## config.mk

```make
export PLATFORM = sky130hd
export DESIGN_NAME = nibble_serial_alu_ctrl_flat
export DESIGN_NICKNAME = d
export VERILOG_FILES = /design/src/rtl/nibble_serial_alu_ctrl_pkg.sv /design/src/rtl/nibble_serial_alu_ctrl_if.sv /design/src/rtl/nibble_serial_alu_ctrl_cla4.sv /design/src/rtl/nibble_serial_alu_ctrl.sv /design/src/flat_wrapper.sv
export SDC_FILE = /design/constraint.sdc
export NUM_CORES = 1
export LEC_CHECK = 0
export CAP_MARGIN = 25
export CORE_MARGIN = 2
export CORE_UTILIZATION = 43
export DETAILED_ROUTE_END_ITERATION = 10
export HOLD_SLACK_MARGIN = 0.08
export PLACE_DENSITY = 0.72
export SLEW_MARGIN = 10
export SYNTH_ARGS = -nofsm -noshare
export SYNTH_HDL_FRONTEND = slang
export SYNTH_SLANG_ARGS = --single-unit
```

## constraint.sdc

```tcl
create_clock -name clk -period 2.61 [get_ports clk]
set_clock_uncertainty 0.15 [all_clocks]
set_input_delay 0.783 -clock clk [delete_from_list [all_inputs] [get_ports clk]]
set_output_delay 0.783 -clock clk [all_outputs]
set_load 0.01 [all_outputs]
```

## src/rtl/nibble_serial_alu_ctrl_pkg.sv

```systemverilog
// Shared encodings for the nibble-serial add/subtract sequencer.
package nibble_serial_alu_ctrl_pkg;

    typedef enum logic [1:0] {
        IDLE = 2'd0,
        RUN  = 2'd1,
        DONE = 2'd2
    } state_t;

    localparam logic OP_ADD = 1'b0;
    localparam logic OP_SUB = 1'b1;

endpackage

```

## src/rtl/nibble_serial_alu_ctrl_if.sv

```systemverilog
// Operand/request and result/flag bundle between the keypad side and the sequencer.
interface nibble_serial_alu_ctrl_if #(parameter int WIDTH = 16);

    logic             start;
    logic             op_sub;
    logic [WIDTH-1:0] a;
    logic [WIDTH-1:0] b;
    logic             busy;
    logic             done;
    logic [WIDTH-1:0] result;
    logic             cout;
    logic             ovf;
    logic             zero;

    modport master (
        output start, op_sub, a, b,
        input  busy, done, result, cout, ovf, zero
    );

    modport slave (
        input  start, op_sub, a, b,
        output busy, done, result, cout, ovf, zero
    );

endinterface

```

## src/rtl/nibble_serial_alu_ctrl_cla4.sv

```systemverilog
// Combinational 4-bit carry-lookahead slice; c3 is the carry into bit 3 for overflow detection.
module nibble_cla4 (
    input  logic [3:0] a,
    input  logic [3:0] b,
    input  logic       cin,
    output logic [3:0] s,
    output logic       c3,
    output logic       cout
);

    logic [3:0] p;
    logic [3:0] g;
    logic [3:0] c;
    logic       grp_g;
    logic       grp_p;

    assign p = a ^ b;
    assign g = a & b;

    assign c[0] = cin;
    assign c[1] = g[0] | (p[0] & cin);
    assign c[2] = g[1] | (p[1] & g[0]) | (p[1] & p[0] & cin);
    assign c[3] = g[2] | (p[2] & g[1]) | (p[2] & p[1] & g[0]) | (p[2] & p[1] & p[0] & cin);

    // Second lookahead level: group generate/propagate give the nibble carry-out directly.
    assign grp_g = g[3] | (p[3] & g[2]) | (p[3] & p[2] & g[1]) | (p[3] & p[2] & p[1] & g[0]);
    assign grp_p = &p;

    assign cout = grp_g | (grp_p & cin);
    assign c3   = c[3];
    assign s    = p ^ c;

endmodule

```

## src/rtl/nibble_serial_alu_ctrl.sv

```systemverilog
// Multi-cycle WIDTH-bit add/subtract: one nibble per clock through a shared CLA slice.
module nibble_serial_alu_ctrl
    import nibble_serial_alu_ctrl_pkg::*;
#(
    parameter int WIDTH = 16
) (
    input  logic                     clk,
    input  logic                     rst,
    nibble_serial_alu_ctrl_if.slave  bus
);

    localparam int NIB   = WIDTH / 4;
    localparam int IDX_W = (NIB > 1) ? $clog2(NIB) : 1;

    state_t           state;
    logic [WIDTH-1:0] opa;
    logic [WIDTH-1:0] opb;
    logic [WIDTH-1:0] result_r;
    logic [WIDTH-1:0] next_result;
    logic [IDX_W-1:0] idx;
    logic             carry;
    logic             busy_r;
    logic             done_r;
    logic             cout_r;
    logic             ovf_r;
    logic             zero_r;
    logic [3:0]       nib_a;
    logic [3:0]       nib_b;
    logic [3:0]       sum_nib;
    logic             c3;
    logic             cnib;
    logic             last;

    // next_result lets the zero flag see the final nibble in the same edge it is written.
    always_comb begin
        nib_a       = opa[4*idx +: 4];
        nib_b       = opb[4*idx +: 4];
        next_result = result_r;
        next_result[4*idx +: 4] = sum_nib;
    end

    assign last = (idx == IDX_W'(NIB - 1));

    nibble_cla4 u_cla (
        .a    (nib_a),
        .b    (nib_b),
        .cin  (carry),
        .s    (sum_nib),
        .c3   (c3),
        .cout (cnib)
    );

    always_ff @(posedge clk or posedge rst) begin
        if (rst) begin
            state    <= IDLE;
            opa      <= '0;
            opb      <= '0;
            result_r <= '0;
            idx      <= '0;
            carry    <= 1'b0;
            busy_r   <= 1'b0;
            done_r   <= 1'b0;
            cout_r   <= 1'b0;
            ovf_r    <= 1'b0;
            zero_r   <= 1'b0;
        end else begin
            case (state)
                IDLE, DONE: begin
                    done_r <= 1'b0;
                    if (bus.start) begin
                        // Subtract is A + ~B + 1: the +1 rides in on the initial carry.
                        opa    <= bus.a;
                        opb    <= (bus.op_sub == OP_SUB) ? ~bus.b : bus.b;
                        carry  <= (bus.op_sub == OP_SUB);
                        idx    <= '0;
                        busy_r <= 1'b1;
                        state  <= RUN;
                    end else begin
                        busy_r <= 1'b0;
                        state  <= IDLE;
                    end
                end
                RUN: begin
                    result_r <= next_result;
                    carry    <= cnib;
                    idx      <= idx + IDX_W'(1);
                    if (last) begin
                        cout_r <= cnib;
                        ovf_r  <= c3 ^ cnib;
                        zero_r <= (next_result == '0);
                        busy_r <= 1'b0;
                        done_r <= 1'b1;
                        state  <= DONE;
                    end
                end
                default: begin
                    busy_r <= 1'b0;
                    done_r <= 1'b0;
                    state  <= IDLE;
                end
            endcase
        end
    end

    assign bus.busy   = busy_r;
    assign bus.done   = done_r;
    assign bus.result = result_r;
    assign bus.cout   = cout_r;
    assign bus.ovf    = ovf_r;
    assign bus.zero   = zero_r;

endmodule

```

## src/flat_wrapper.sv

```systemverilog
// flat-port wrapper written by rule: the top's interface ports become plain ports
module nibble_serial_alu_ctrl_flat import nibble_serial_alu_ctrl_pkg::*;
#(
    parameter int WIDTH = 16
)
  (clk, rst, bus_start, bus_op_sub, bus_a, bus_b, bus_busy, bus_done, bus_result, bus_cout, bus_ovf, bus_zero);
  nibble_serial_alu_ctrl_if #(.WIDTH(WIDTH)) bus_i ();
  input  logic clk;
  input  logic rst;
  input wire logic [$bits(bus_i.start)-1:0] bus_start;
  input wire logic [$bits(bus_i.op_sub)-1:0] bus_op_sub;
  input wire logic [$bits(bus_i.a)-1:0] bus_a;
  input wire logic [$bits(bus_i.b)-1:0] bus_b;
  output wire logic [$bits(bus_i.busy)-1:0] bus_busy;
  output wire logic [$bits(bus_i.done)-1:0] bus_done;
  output wire logic [$bits(bus_i.result)-1:0] bus_result;
  output wire logic [$bits(bus_i.cout)-1:0] bus_cout;
  output wire logic [$bits(bus_i.ovf)-1:0] bus_ovf;
  output wire logic [$bits(bus_i.zero)-1:0] bus_zero;
  assign bus_i.start = bus_start;
  assign bus_i.op_sub = bus_op_sub;
  assign bus_i.a = bus_a;
  assign bus_i.b = bus_b;
  assign bus_busy = bus_i.busy;
  assign bus_done = bus_i.done;
  assign bus_result = bus_i.result;
  assign bus_cout = bus_i.cout;
  assign bus_ovf = bus_i.ovf;
  assign bus_zero = bus_i.zero;
  nibble_serial_alu_ctrl #(.WIDTH(WIDTH)) u_core (.clk(clk), .rst(rst), .bus(bus_i));
endmodule
```

==> summary.md <==
| Metric | Value |
|---|---|
| Status | `finished clean` |
| Final Max Slew Viols | `0` |
| Pwr dens | `1360 nW/um2` |
| Crit path DAT | `2.71 ns` |
| Post-Syn Nets | `312` |
| Largest net degree at the start of global routing | `57` |
| Worst-Margin Slew | `0.416 ns` |
| PortBufs | `56` |
| Tot Pwr | `4.94 mW` |
| Fillers | `542` |
| Final critical-path required period | `2.60 ns` |
| Synth top area cells | `dfrtp_1, nand2_1, mux4_2, xnor2_1, ha_1` |
| Psw | `2.02 mW` |
| Routed WL | `5750 um` |
| Root Driver | `clkbuf_8` |
| Flop pwr share | `0.309` |
| Seq/Total Area, Yosys | `0.506` |
| Die H | `84.2 um` |
| Drt first-iter violations | `88` |
| Number of synthesized flops with an enable pin | `0` |
| Nets@finish | `378` |
| Initial Util | `0.441` |
| Synth cell count leaders | `nand2_1, dfrtp_1, o21ai_0` |
| Vias after detailed routing | `2,111` |
| DRC | `0` |
| Number of global-route vias before repair | `2,135` |
| Non-Filler Cell Area, Final | `3640 um2` |
| CTS tree | `yes` |
| Yosys reg bits | `56` |
| ANT cells | `0` |
| Max cap viols | `0` |
| # clock sinks | `56` |
| Vias per inst | `5.17` |
| Highest clock rate | `385 MHz` |
| RSZ-0062 raised after global routing | `true` |
| Detailed-router iteration count before antenna repair | `4` |
| Clk buf depth | `2` |
| Synth Instances | `264` |
| WHS | `0.338 ns` |
| H-tree levels | `2` |
| Post-Synthesis Cell Area | `2770 um2` |
| Worst setup SP type | `flop` |
| Worst-Skew Late Latency | `0.32 ns` |
| Worst EP required | `2.72 ns` |
| Final setup fails | `0` |
| Clock power frac | `0.098` |
| DP Area | `3490 um2` |
| Post-synth top area cell | `dfrtp_1` |
| Crit. End Element | `flop` |
| Die W | `84.2 um` |
| DPL Wire Length | `4280 um` |
| Yosys top cell area share | `0.506` |
| Logic pwr share | `0.593` |
| Ys async rst share | `1.00` |
| Antenna viol nets, final | `0` |
| Routed WL per cell | `14.1 um` |
| Io pins | `57` |
| Post-route clock period utilization | `0.995` |
| Synth warnings | `0` |
| Commonest register cell after synthesis | `dfrtp_1` |
| Grt ovf | `0` |
| Layout cells sized above 1 | `0.133` |
| Endpoints failing hold | `0` |
| Sw Share | `0.410` |
| Static Leak | `1.64 nW` |
| Area delta synth->final | `31.3%` |
| Rows | `29` |
| Worst Setup Path Type | `reg -> reg` |
| Register Area | `1400 um2` |
| Post-synth cell types | `33` |
| Core area | `6280 um2` |
| Rel. slew slack | `0.722` |
| CTS Buf Count | `5` |
| Initial antenna violation count | `0` |
| Placer Congestion | `0.838` |
| Area taken by multi-input logic gates | `1330 um2` |
| Total Die Area | `7100 um2` |
| Max VDD drop | `0.000751 V` |
| Clock-pin slew on the worst setup and hold paths | `0.10 ns` |
| Cell Int Power | `2.92 mW` |
| First-pass GRT wire length | `9860 um` |
| Hold Path Class | `reg -> reg` |
| Setup TNS | `0 ns` |
| Mean Syn Cell Area | `10.5 um2` |
| Most common cell in the netlist | `nand2_1` |
| Crit-path max FO | `5` |
| Total GRT Usage | `0.171` |
==> through the flow <==
step	cells	setup slack (ns)	util
2_1_floorplan	264	0.00274	-
3_3_place_gp	396	0.0379	0.556
3_5_place_dp	396	-0.0948	0.556
4_1_cts	408	0.0122	0.576
5_1_grt	408	-0.0733	0.579
6_report	408	0.0119	0.579
==> worst max-delay path, stage by stage, from the launching register on <==
cell and delay [ns]:
dfrtp_2 0.39, buf_6 0.14, mux4_2 0.57, ha_4 0.27, a211oi_2 0.19, o21bai_2 0.11, xor2_2 0.18, o41ai_2 0.37
a22o_1 0.17
==> power groups by stage <==
| stage | combinational, mW | sequential [mW] | clock, mW |
|---|---|---|---|
| after detailed placement | 2.70 | 1.57 | 0 |
| final | 2.93 | 1.53 | 0.482 |
| after floorplan | 1.79 | 1.52 | 0 |
| after global routing | 3.24 | 1.58 | 0.531 |
| after global placement | 2.60 | 1.57 | 0 |
| after CTS | 2.83 | 1.53 | 0.490 |
==> cells in the final DEF (no fill, tap or decap), drive strengths merged, types with 3 or more instances in the layout <==
cell type / n
a22o: 11
buf: 16
inv: 4
a32o: 3
nor4: 4
nand2: 81
ha: 11
clkbuf: 5
and2: 3
xnor2: 17
mux4: 8
clkdlybuf4s50: 56
nor3: 3
o21ai: 26
dfrtp: 56
==> flip-flops by register name, indices dropped and copies added, names as in the netlist <==
register           flops
u_core.bus.zero        1
u_core.idx             2
u_core.bus.cout        1
u_core.opb            16
u_core.carry           1
u_core.bus.done        1
u_core.bus.busy        1
u_core.bus.result     16
u_core.bus.ovf         1
u_core.opa            16
==> cell type report <==
type,instances,share of cell area
Tap cell,77,0.0265
Clock inverter,3,0.00654
Sequential cell,56,0.386
Timing Repair Buffer,72,0.192
Inverter,4,0.00413
Clock buffer,5,0.0189
Multi-Input combinational cell,191,0.366
==> worst paths after layout <==
| check | start | slack, ns | cells after the start | endpoint |
|---|---|---|---|---|
| worst max-delay path | u_core.idx[0]$_DFFE_PP0P_ | 0.01 | 8 | u_core.bus.zero$_DFFE_PP0P_ |
| worst min-delay path | u_core.opa[1]$_DFFE_PP0P_ | 0.34 | 2 | u_core.opa[1]$_DFFE_PP0P_ |
| min in group asynchronous | rst | 0.67 | 3 | u_core.bus.result[4]$_DFFE_PP0P_ |
| worst max register to register | u_core.idx[0]$_DFFE_PP0P_ | 0.01 | 8 | u_core.bus.zero$_DFFE_PP0P_ |
| worst min register to register | u_core.opa[1]$_DFFE_PP0P_ | 0.34 | 2 | u_core.opa[1]$_DFFE_PP0P_ |
| max in group asynchronous | rst | 1.36 | 3 | u_core.idx[0]$_DFFE_PP0P_ |
==> cell families after synthesis <==
group / after synthesis / synth area share
AND/OR/NAND/NOR: 101 / 0.159
flip-flops: 56 / 0.506
AO/OA/AOI/OAI: 49 / 0.121
XOR/XNOR: 19 / 0.0601
buffers and inverters: 17 / 0.0253
adder cells (fa/ha/maj): 12 / 0.0569
multiplexers: 10 / 0.0723
==> per-layer routing <==
metal  track usage  vias to the layer above  share of wire
met5             0                        -              0
met4        0.0484                        0          0.019
met3        0.0334                       11          0.044
met2         0.292                       54           0.49
met1         0.223                     1003           0.44
li1              -                     1043              -
==> timing repair <==
action | CTS | global route
buffers inserted | 4 | 0
hold buffers | 0 | 0
setup endpoints to repair | 4 | 11
pin swaps | 1 | 2
gates resized for setup | 4 | 6
No activity file was read; power rests on OpenSTA's default activity.
